`src/rtl/y86_pkg.sv`:
```
// Shared Y86-64 definitions: instruction codes, architectural status codes and
// the SEQ sequencer state encoding.
package y86_pkg;

   localparam logic [3:0] I_HALT   = 4'd0;
   localparam logic [3:0] I_NOP    = 4'd1;
   localparam logic [3:0] I_RRMOVQ = 4'd2;
   localparam logic [3:0] I_IRMOVQ = 4'd3;
   localparam logic [3:0] I_RMMOVQ = 4'd4;
   localparam logic [3:0] I_MRMOVQ = 4'd5;
   localparam logic [3:0] I_OPQ    = 4'd6;
   localparam logic [3:0] I_JXX    = 4'd7;
   localparam logic [3:0] I_CALL   = 4'd8;
   localparam logic [3:0] I_RET    = 4'd9;
   localparam logic [3:0] I_PUSHQ  = 4'd10;
   localparam logic [3:0] I_POPQ   = 4'd11;

   localparam logic [2:0] STAT_AOK = 3'd1;
   localparam logic [2:0] STAT_HLT = 3'd2;
   localparam logic [2:0] STAT_ADR = 3'd3;
   localparam logic [2:0] STAT_INS = 4'd4;

   typedef enum logic [2:0] {
      S_IDLE      = 3'd0,
      S_FETCH     = 3'd1,
      S_DECODE    = 3'd2,
      S_EXECUTE   = 3'd3,
      S_MEMORY    = 3'd4,
      S_WRITEBACK = 3'd5,
      S_PC_UPDATE = 3'd6,
      S_STOP      = 3'd7
   } seq_state_e;

endpackage

```
`src/rtl/y86_next_pc.sv`:
```
// Combinational next-PC select: branch/call target, return address, or the
// sequential successor.
module y86_next_pc
   import y86_pkg::*;
(
   input  logic [3:0]  icode_i,
   input  logic        cnd_i,
   input  logic [63:0] val_c_i,
   input  logic [63:0] val_p_i,
   input  logic [63:0] val_m_i,
   output logic [63:0] next_pc_o
);

   always_comb begin
      next_pc_o = val_p_i;
      if (icode_i == I_CALL || (icode_i == I_JXX && cnd_i)) begin
         next_pc_o = val_c_i;
      end else if (icode_i == I_RET) begin
         next_pc_o = val_m_i;
      end
   end

endmodule

```
`src/rtl/y86_seq_controller.sv`:
```
// Y86-64 SEQ sequencer: owns the PC, strobes one stage per clock, tracks stat.
// Optional SEQ_PERF_COUNTERS_EN adds saturating cycle_cnt / instr_cnt outputs.
module y86_seq_controller
   import y86_pkg::*;
#(
   parameter logic [63:0] RESET_PC  = 64'd0,
   parameter int          MEM_BYTES = 1024
) (
   input  logic        clock,
   input  logic        reset_n,
   input  logic        start,
   input  logic [3:0]  in_code,
   input  logic [63:0] val_c,
   input  logic [63:0] val_p,
   input  logic        flag_halt,
   input  logic        bad_mem,
   input  logic        in_error,
   input  logic        cnd,
   input  logic [63:0] val_m,
   input  logic        dmem_error,
   output logic [63:0] p_ctr,
   output logic        fetch_en,
   output logic        decode_en,
   output logic        execute_en,
   output logic        memory_en,
   output logic        writeback_en,
   output logic [2:0]  stat,
   output logic        busy,
   output logic        done
`ifdef SEQ_PERF_COUNTERS_EN
   ,
   output logic [63:0] cycle_cnt,
   output logic [63:0] instr_cnt
`endif
);

   localparam logic [63:0] MEM_LIMIT = 64'(MEM_BYTES);

   seq_state_e  state_q, state_d;
   logic [63:0] pc_q, pc_d;
   logic [2:0]  stat_q, stat_d;
   logic [3:0]  icode_q, icode_d;
   logic [63:0] valc_q, valc_d;
   logic [63:0] valp_q, valp_d;
   logic [63:0] valm_q, valm_d;
   logic        cnd_q, cnd_d;
   logic [63:0] next_pc;

   y86_next_pc u_next_pc (
      .icode_i   (icode_q),
      .cnd_i     (cnd_q),
      .val_c_i   (valc_q),
      .val_p_i   (valp_q),
      .val_m_i   (valm_q),
      .next_pc_o (next_pc)
   );

   always_ff @(posedge clock or negedge reset_n) begin
      if (!reset_n) begin
         state_q <= S_IDLE;
         pc_q    <= RESET_PC;
         stat_q  <= STAT_AOK;
         icode_q <= 4'd0;
         valc_q  <= 64'd0;
         valp_q  <= 64'd0;
         valm_q  <= 64'd0;
         cnd_q   <= 1'b0;
      end else begin
         state_q <= state_d;
         pc_q    <= pc_d;
         stat_q  <= stat_d;
         icode_q <= icode_d;
         valc_q  <= valc_d;
         valp_q  <= valp_d;
         valm_q  <= valm_d;
         cnd_q   <= cnd_d;
      end
   end

   always_comb begin
      state_d      = state_q;
      pc_d         = pc_q;
      stat_d       = stat_q;
      icode_d      = icode_q;
      valc_d       = valc_q;
      valp_d       = valp_q;
      valm_d       = valm_q;
      cnd_d        = cnd_q;
      fetch_en     = 1'b0;
      decode_en    = 1'b0;
      execute_en   = 1'b0;
      memory_en    = 1'b0;
      writeback_en = 1'b0;
      case (state_q)
         S_IDLE: begin
            if (start) state_d = S_FETCH;
         end
         S_FETCH: begin
            // An out-of-range PC faults before fetch is ever strobed.
            if (pc_q >= MEM_LIMIT) begin
               state_d = S_STOP;
               stat_d  = STAT_ADR;
            end else begin
               fetch_en = 1'b1;
               state_d  = S_DECODE;
            end
         end
         S_DECODE: begin
            if (bad_mem) begin
               state_d = S_STOP;
               stat_d  = STAT_ADR;
            end else if (in_error) begin
               state_d = S_STOP;
               stat_d  = STAT_INS;
            end else if (flag_halt) begin
               state_d = S_STOP;
               stat_d  = STAT_HLT;
            end else begin
               decode_en = 1'b1;
               icode_d   = in_code;
               valc_d    = val_c;
               valp_d    = val_p;
               state_d   = S_EXECUTE;
            end
         end
         S_EXECUTE: begin
            execute_en = 1'b1;
            cnd_d      = cnd;
            state_d    = S_MEMORY;
         end
         S_MEMORY: begin
            memory_en = 1'b1;
            if (dmem_error) begin
               state_d = S_STOP;
               stat_d  = STAT_ADR;
            end else begin
               valm_d  = val_m;
               state_d = S_WRITEBACK;
            end
         end
         S_WRITEBACK: begin
            writeback_en = 1'b1;
            state_d      = S_PC_UPDATE;
         end
         S_PC_UPDATE: begin
            pc_d    = next_pc;
            state_d = S_FETCH;
         end
         S_STOP: begin
            state_d = S_STOP;
         end
         default: begin
            state_d = S_IDLE;
         end
      endcase
   end

   assign p_ctr = pc_q;
   assign stat  = stat_q;
   assign busy  = (state_q != S_IDLE) && (state_q != S_STOP);
   assign done  = (state_q == S_STOP);

`ifdef SEQ_PERF_COUNTERS_EN
   logic [63:0] cycle_cnt_q, cycle_cnt_d;
   logic [63:0] instr_cnt_q, instr_cnt_d;

   always_ff @(posedge clock or negedge reset_n) begin
      if (!reset_n) begin
         cycle_cnt_q <= 64'd0;
         instr_cnt_q <= 64'd0;
      end else begin
         cycle_cnt_q <= cycle_cnt_d;
         instr_cnt_q <= instr_cnt_d;
      end
   end

   // Both counters stick at all-ones rather than wrapping.
   always_comb begin
      cycle_cnt_d = cycle_cnt_q;
      instr_cnt_d = instr_cnt_q;
      if (busy && (cycle_cnt_q != '1)) cycle_cnt_d = cycle_cnt_q + 64'd1;
      if ((state_q == S_PC_UPDATE) && (instr_cnt_q != '1)) instr_cnt_d = instr_cnt_q + 64'd1;
   end

   assign cycle_cnt = cycle_cnt_q;
   assign instr_cnt = instr_cnt_q;
`endif

endmodule

```
`config.mk`:
```
export PLATFORM = sky130hd
export DESIGN_NAME = y86_seq_controller
export DESIGN_NICKNAME = d
export VERILOG_FILES = /design/src/rtl/y86_pkg.sv /design/src/rtl/y86_next_pc.sv /design/src/rtl/y86_seq_controller.sv
export SDC_FILE = /design/constraint.sdc
export NUM_CORES = 1
export LEC_CHECK = 0
export CORE_UTILIZATION = 40
export DETAILED_ROUTE_END_ITERATION = 10
export GPL_TIMING_DRIVEN = 0
export PLACE_DENSITY = 0.66
export SYNTH_ARGS = -nofsm -noshare
export SYNTH_HDL_FRONTEND = slang
export SYNTH_HIERARCHICAL = 1
export SYNTH_SLANG_ARGS = --single-unit
```
`constraint.sdc`:
```
create_clock -name clock -period 3 [get_ports clock]
set_input_delay 0.9 -clock clock [delete_from_list [all_inputs] [get_ports clock]]
set_output_delay 0.9 -clock clock [all_outputs]
set_load 0.05 [all_outputs]
```
# After elaboration in Yosys (flattened, before gate mapping)
# Cells that the tools add are included.
[op_classes]
n_lt_le_gt_ge = 1
n_eq_ne = 15
mux = 24
bitwise = 4
n_reduce_logical = 9
[op_table]
columns = ["operator", "n"]
rows = [
  ["$mux W64", 2],
  ["$ge A64 B11 Y1 const B", 1],
  ["$mux W3", 10],
  ["$pmux W3 S8", 1],
  ["$eq A3 B3 Y1 const B", 4],
  ["$mux W1", 9],
  ["$pmux W3 S3", 1],
  ["$eq A4 B4 Y1 const B", 2],
  ["$reduce_and A4 Y1", 2],
  ["$eq A3 B2 Y1 const B", 2],
  ["$ne A2 B2 Y1 const B", 3],
  ["$reduce_bool A3 Y1", 2],
  ["$eq A4 B3 Y1 const B", 1],
  ["$ne A4 B4 Y1 const B", 1],
  ["$not A1 Y1", 4],
  ["$eq A3 B1 Y1 const B", 1],
  ["$logic_not A3 Y1", 1],
  ["$ne A3 B3 Y1 const B", 1],
  ["$logic_and A1 B1 Y1", 2],
  ["$mux W2", 1],
  ["$reduce_and A2 Y1", 1],
  ["$logic_or A1 B1 Y1", 1],
]
[totals]
register_bits = 267
input_bits = 204
output_inout_bits = 74
wordCells = 61

# Depth between registers and ports, before layout
[logic_depth]
ltp_word = 4
ltp_mapped = 8

# Hierarchy
# Netlist, hierarchy kept.
[modules_own_cells]
columns = ["module", "n_inst", "cells_per_inst", "area_each_um2"]
rows = [
  ["y86_seq_controller", 1, 630, 10236.1],
  ["y86_next_pc", 1, 145, 1624.1],
]

# Least setup slack after synthesis
# No wires, ideal clock.
[synth_timing]
kind = "reg2reg"
start = "register state_q[2]"
end = "register valm_q[10]"
t_arrival_ns = 2.795
slack_ns = 0.081
path_stages_with_launch = 7
path_buffers = 3
path_cell_list = "dfrtp_1 clkbuf_1 nor3b_1 nor2b_1 buf_2 buf_2 mux2_2"
[synth_between]
elab_chain_cells = 2
[synth_lines]
columns = ["item", "line", "source"]
rows = [
  ["start: declaration", "y86_seq_controller.sv:39", "seq_state_e state_q, state_d;"],
  ["start signal: assignment", "y86_seq_controller.sv:69", "state_q <= state_d;"],
  ["$eq A3 B3 Y1", "y86_seq_controller.sv:94", "case (state_q)"],
  ["$reduce_and A2 Y1 (no source line)", "-", ""],
  ["end signal: assignment", "y86_seq_controller.sv:75", "valm_q <= valm_d;"],
  ["end: declaration", "y86_seq_controller.sv:45", "logic [63:0] valm_q, valm_d;"],
]
# No other way between the ends.
# A chain may end at the register's enable or synchronous reset.

# Worst setup path after layout
[layout_timing]
start = "register state_q[1]"
end = "output port decode_en"
[layout_between]
elab_chain_cells = 2
[layout_lines]
columns = ["item", "line", "source"]
rows = [
  ["$eq A3 B2 Y1", "y86_seq_controller.sv:94", ""],
  ["$mux W1", "y86_seq_controller.sv:94", ""],
  ["end: declaration", "y86_seq_controller.sv:23", "output logic decode_en,"],
]
# No other way between the ends.

==> results by group <==
Worst setup path
  – Critical Path Start Type: register
  – Worst setup path class: register to primary output
  – Worst Setup End Kind: primary output
  – WP data required: around 2100 ps
  – Worst Path Arrival: between 2000 and 2500 ps
  – Worst-path maximum fanout: 8

Power
  – LEAKAGE: between 7 and 8 nW
  – Pwr per Cell Area: ~850 nW/um^2
  – Comb pwr share: between 30% and 40%
  – Internal power: approximately 0.0089 W
  – Switching power: 0.005007 W
  – Maximum vdd drop: approximately 0.47 mV
  – Final Power: roughly 0.014 W
  – Sw frac: a little over a third
  – Clock Power Share: 25.3%
  – Reg power frac: 38.2%

Global route
  – Initial antenna violation count: 1
  – Grt met3 use: roughly 4.5%
  – Met1 Use GR: 27.83%
  – Gr busiest metal: met2
  – Largest net degree at the start of global routing: approximately 100
  – Vias in the first global route: just over 8,000
  – Met2 Use GR: between 30% and 40%
  – Global Route Usage Sum: between 20% and 30%
  – Grt ovf: 0
  – Global-route wire length before repair: 48,720 um

Die
  – Total I/O pin count: around 280
  – Die area: about 30,000 sq um
  – Core area: 28,940 sq um
  – Site row count: between 60 and 70
  – Die Width: between 150 and 200 um
  – Height of the die: 174.2 um
  – Initial core utilization: approximately two fifths

Outcome
  – Status: finished with violations
  – Failing checks: negative setup slack

STA
  – Min Tclk post-route: between 3000 and 4000 ps
  – Hold Fails Final Rpt: 0
  – Setup ws final: -13.75 ps
  – RSZ-0062 raised after global routing: yes
  – Rel. slew slack: between 40% and 50%
  – Fin. max-slew vios: 0
  – Worst-Margin Slew: about 830 ps
  – Final worst-path cycle share: 100.5%
  – Clock skew: around 12 ps
  – Setup violators final: 1
  – F_max: ~0.33 GHz

Routing
  – Routed wire length per instance: around 20 um
  – Vias: about 7,500
  – Initial DRT Pass Iterations: 4
  – Final wirelength: slightly above 30,000 um
  – Vias per cell: roughly 5.0
  – DRT iter0 DRCs: between 200 and 300
  – Final ANT Viol Nets: 0
  – Residual DRC count: 0

Yosys
  – Synthesis Warnings: 6
  – Synthesized area: roughly 12,000 sq um
  – Mean Syn Cell Area: ~15 sq um
  – Most used DFF post-synth: dfrtp_1
  – Top cell type's share of synthesized area: between 50% and 60%
  – Post-synth EDFFs: 0
  – Fraction of registers with async set/reset: 100.0%
  – Sequential share of the synthesized area: 56.35%
  – Leading area contributor after synthesis: dfrtp_1
  – Cell count after synthesis: approximately 780
  – Main combinational cell family by area after synthesis: multiplexers
  – Netlist cell types: 37
  – Synthesis-stage register bit count: 267
  – Synth Area in Adders: 0%
  – Synth Area in XOR/XNOR: 0%
  – Syn_nets: between 900 and 1,000
  – Compound-Gate Fraction of Synth Area: less than 1%
  – Synth area leaders: dfrtp_1 56%, mux2_2 25%, mux2_1 12%
  – Simple-gate area share of the yosys netlist: under 10%
  – Mux share of post-synthesis cell area: 36.93%

CTS
  – Hold_buf cts: 0
  – H-tree Lvls: 1
  – Clk slew on worst S/H paths: roughly 60 ps
  – Clock Path Buffers: 3
  – CTS buffer count: 30
  – CTS tree: done
  – Clock Tree Root: clkbuf_16
  – Clock sink total: 267
  – Clock latency at the later pin of the worst-skew pair: 550 ps

Finish
  – Layout area overhead: 37.13%
  – Share of layout cells above drive strength 1: 33.57%
  – N_diodes: 0
  – Final core utilization: a little under three fifths
  – Layout Cells excl Fill: ~1,500
  – Fin nets: about 1,300

Placement
  – Port bufs: about 280
  – Dpl cells: 1,438
  – DPL Wire Length: ~22,000 um
  – RePlAce Congestion: slightly below 0.8

Hold path
  – Hold Crit Class: input pin to async pin

Flow run
  – Max-Cap Viols: 0
layout by cell type (no fill, tap or decap), types with 3 or more instances in the layout:
cell and instances:
clkdlybuf4s50_1 267, dfrtp_1 265, mux2_2 260, mux2_1 129, clkbuf_16 31, buf_2 21, clkbuf_1 18, nor4_1 18
buf_4 15, buf_6 10, buf_8 8, nand2_1 7, clkinv_2 7, nor2_1 5, nor3_1 4, nand4_1 4
clkbuf_8 4, nor2b_1 3, nor4_4 3, a21oi_1 3, clkbuf_2 3
final timing paths:
path	start	end	slack (ps)	cells after the start
hold reg to reg	valp_q[36]	valp_q[36]	480	1
setup / recovery	state_q[1]	decode_en	-10	6
max in group asynchronous	reset_n	stat[0]	1640	2
min in group clock	valp_q[36]	valp_q[36]	480	1
setup reg to reg	state_q[0]	p_ctr[60]	420	5
hold / removal	reset_n	valm_q[55]	420	1
synthesized netlist by cell type, types with 2 or more instances:
cell type and instances:
a21oi_1 3, and2_1 2, buf_2 21, buf_6 8, buf_8 6, clkbuf_1 9
dfrtp_1 266, mux2_1 129, mux2_2 260, nand2_1 8, nand2b_1 2, nand4_1 4
nor2_1 5, nor2b_1 3, nor3_1 6, nor4_1 21, o21ai_0 2
flip-flops by register name, indices dropped and copies added, names as in the netlist:
| signal | cells |
|---|---|
| icode_q | 4 |
| stat | 3 |
| p_ctr | 64 |
| cnd_q | 1 |
| valm_q | 64 |
| state_q | 3 |
| valc_q | 64 |
| valp_q | 64 |
layout make-up:
| type | instances | area [sq um] |
|---|---|---|
| inverter | 2 | 10.01 |
| sequential | 267 | 6684 |
| multi-input combinational | 461 | 4897 |
| timing repair buffer | 294 | 2938 |
| clock buffer | 45 | 868.3 |
| clock inverter | 8 | 65.06 |
| buffer | 43 | 321.6 |
| tap | 384 | 480.5 |
| fill | 2370 | 12670 |
power groups by stage:
stage / Sequential (W) / Combinational, W / Clock (W)
5_1_grt: 0.00544 / 0.00534 / 0.00374
6_report: 0.00530 / 0.00505 / 0.00351
3_5_place_dp: 0.00533 / 0.00496 / 0
4_1_cts: 0.00529 / 0.00506 / 0.00360
2_1_floorplan: 0.00651 / 0.00179 / 0
3_3_place_gp: 0.00531 / 0.00491 / 0
cell families after synthesis:
| family | Yosys count |
|---|---|
| multiplexers | 389 |
| buffers and inverters | 47 |
| AND/OR/NAND/NOR | 60 |
| AO/OA/AOI/OAI | 12 |
| flip-flops | 267 |
worst max-delay path, stage by stage (launching register included):
cell and delay [ps]:
dfrtp_1 340, buf_6 120, inv_4 40, or3_4 420
nor4_4 270, buf_6 210, buf_8 160
per-layer routing:
metal  part of all wire, %  up-vias
met3                   5.5       49
met2                    47      198
met5                 0.039        -
met4                   2.6        2
li1                      -     3477
met1                    45     3793
what timing repair did:
action | 4_1_cts | 5_1_grt
gates resized for setup | 36 | 13
pin swaps | 6 | 2
buffers inserted | 5 | 10
endpoints found under the setup margin | 7 | 6
metrics by stage:
step                      hold slack (ps)  cell area [sq um]  TNS [ps]  worst slack, ps
after floorplan                     450.3              11860         0            80.61
after global placement              459.8              15110  -2934960           -11000
after detailed placement            466.7              15170     -8068            -1346
after CTS                           430.5              16190    -202.8           -202.8
after global routing                464.4              16260    -182.0           -92.36
final                               419.8              16260    -13.75           -13.75
Note: power is estimated with default switching activity, not from simulation.
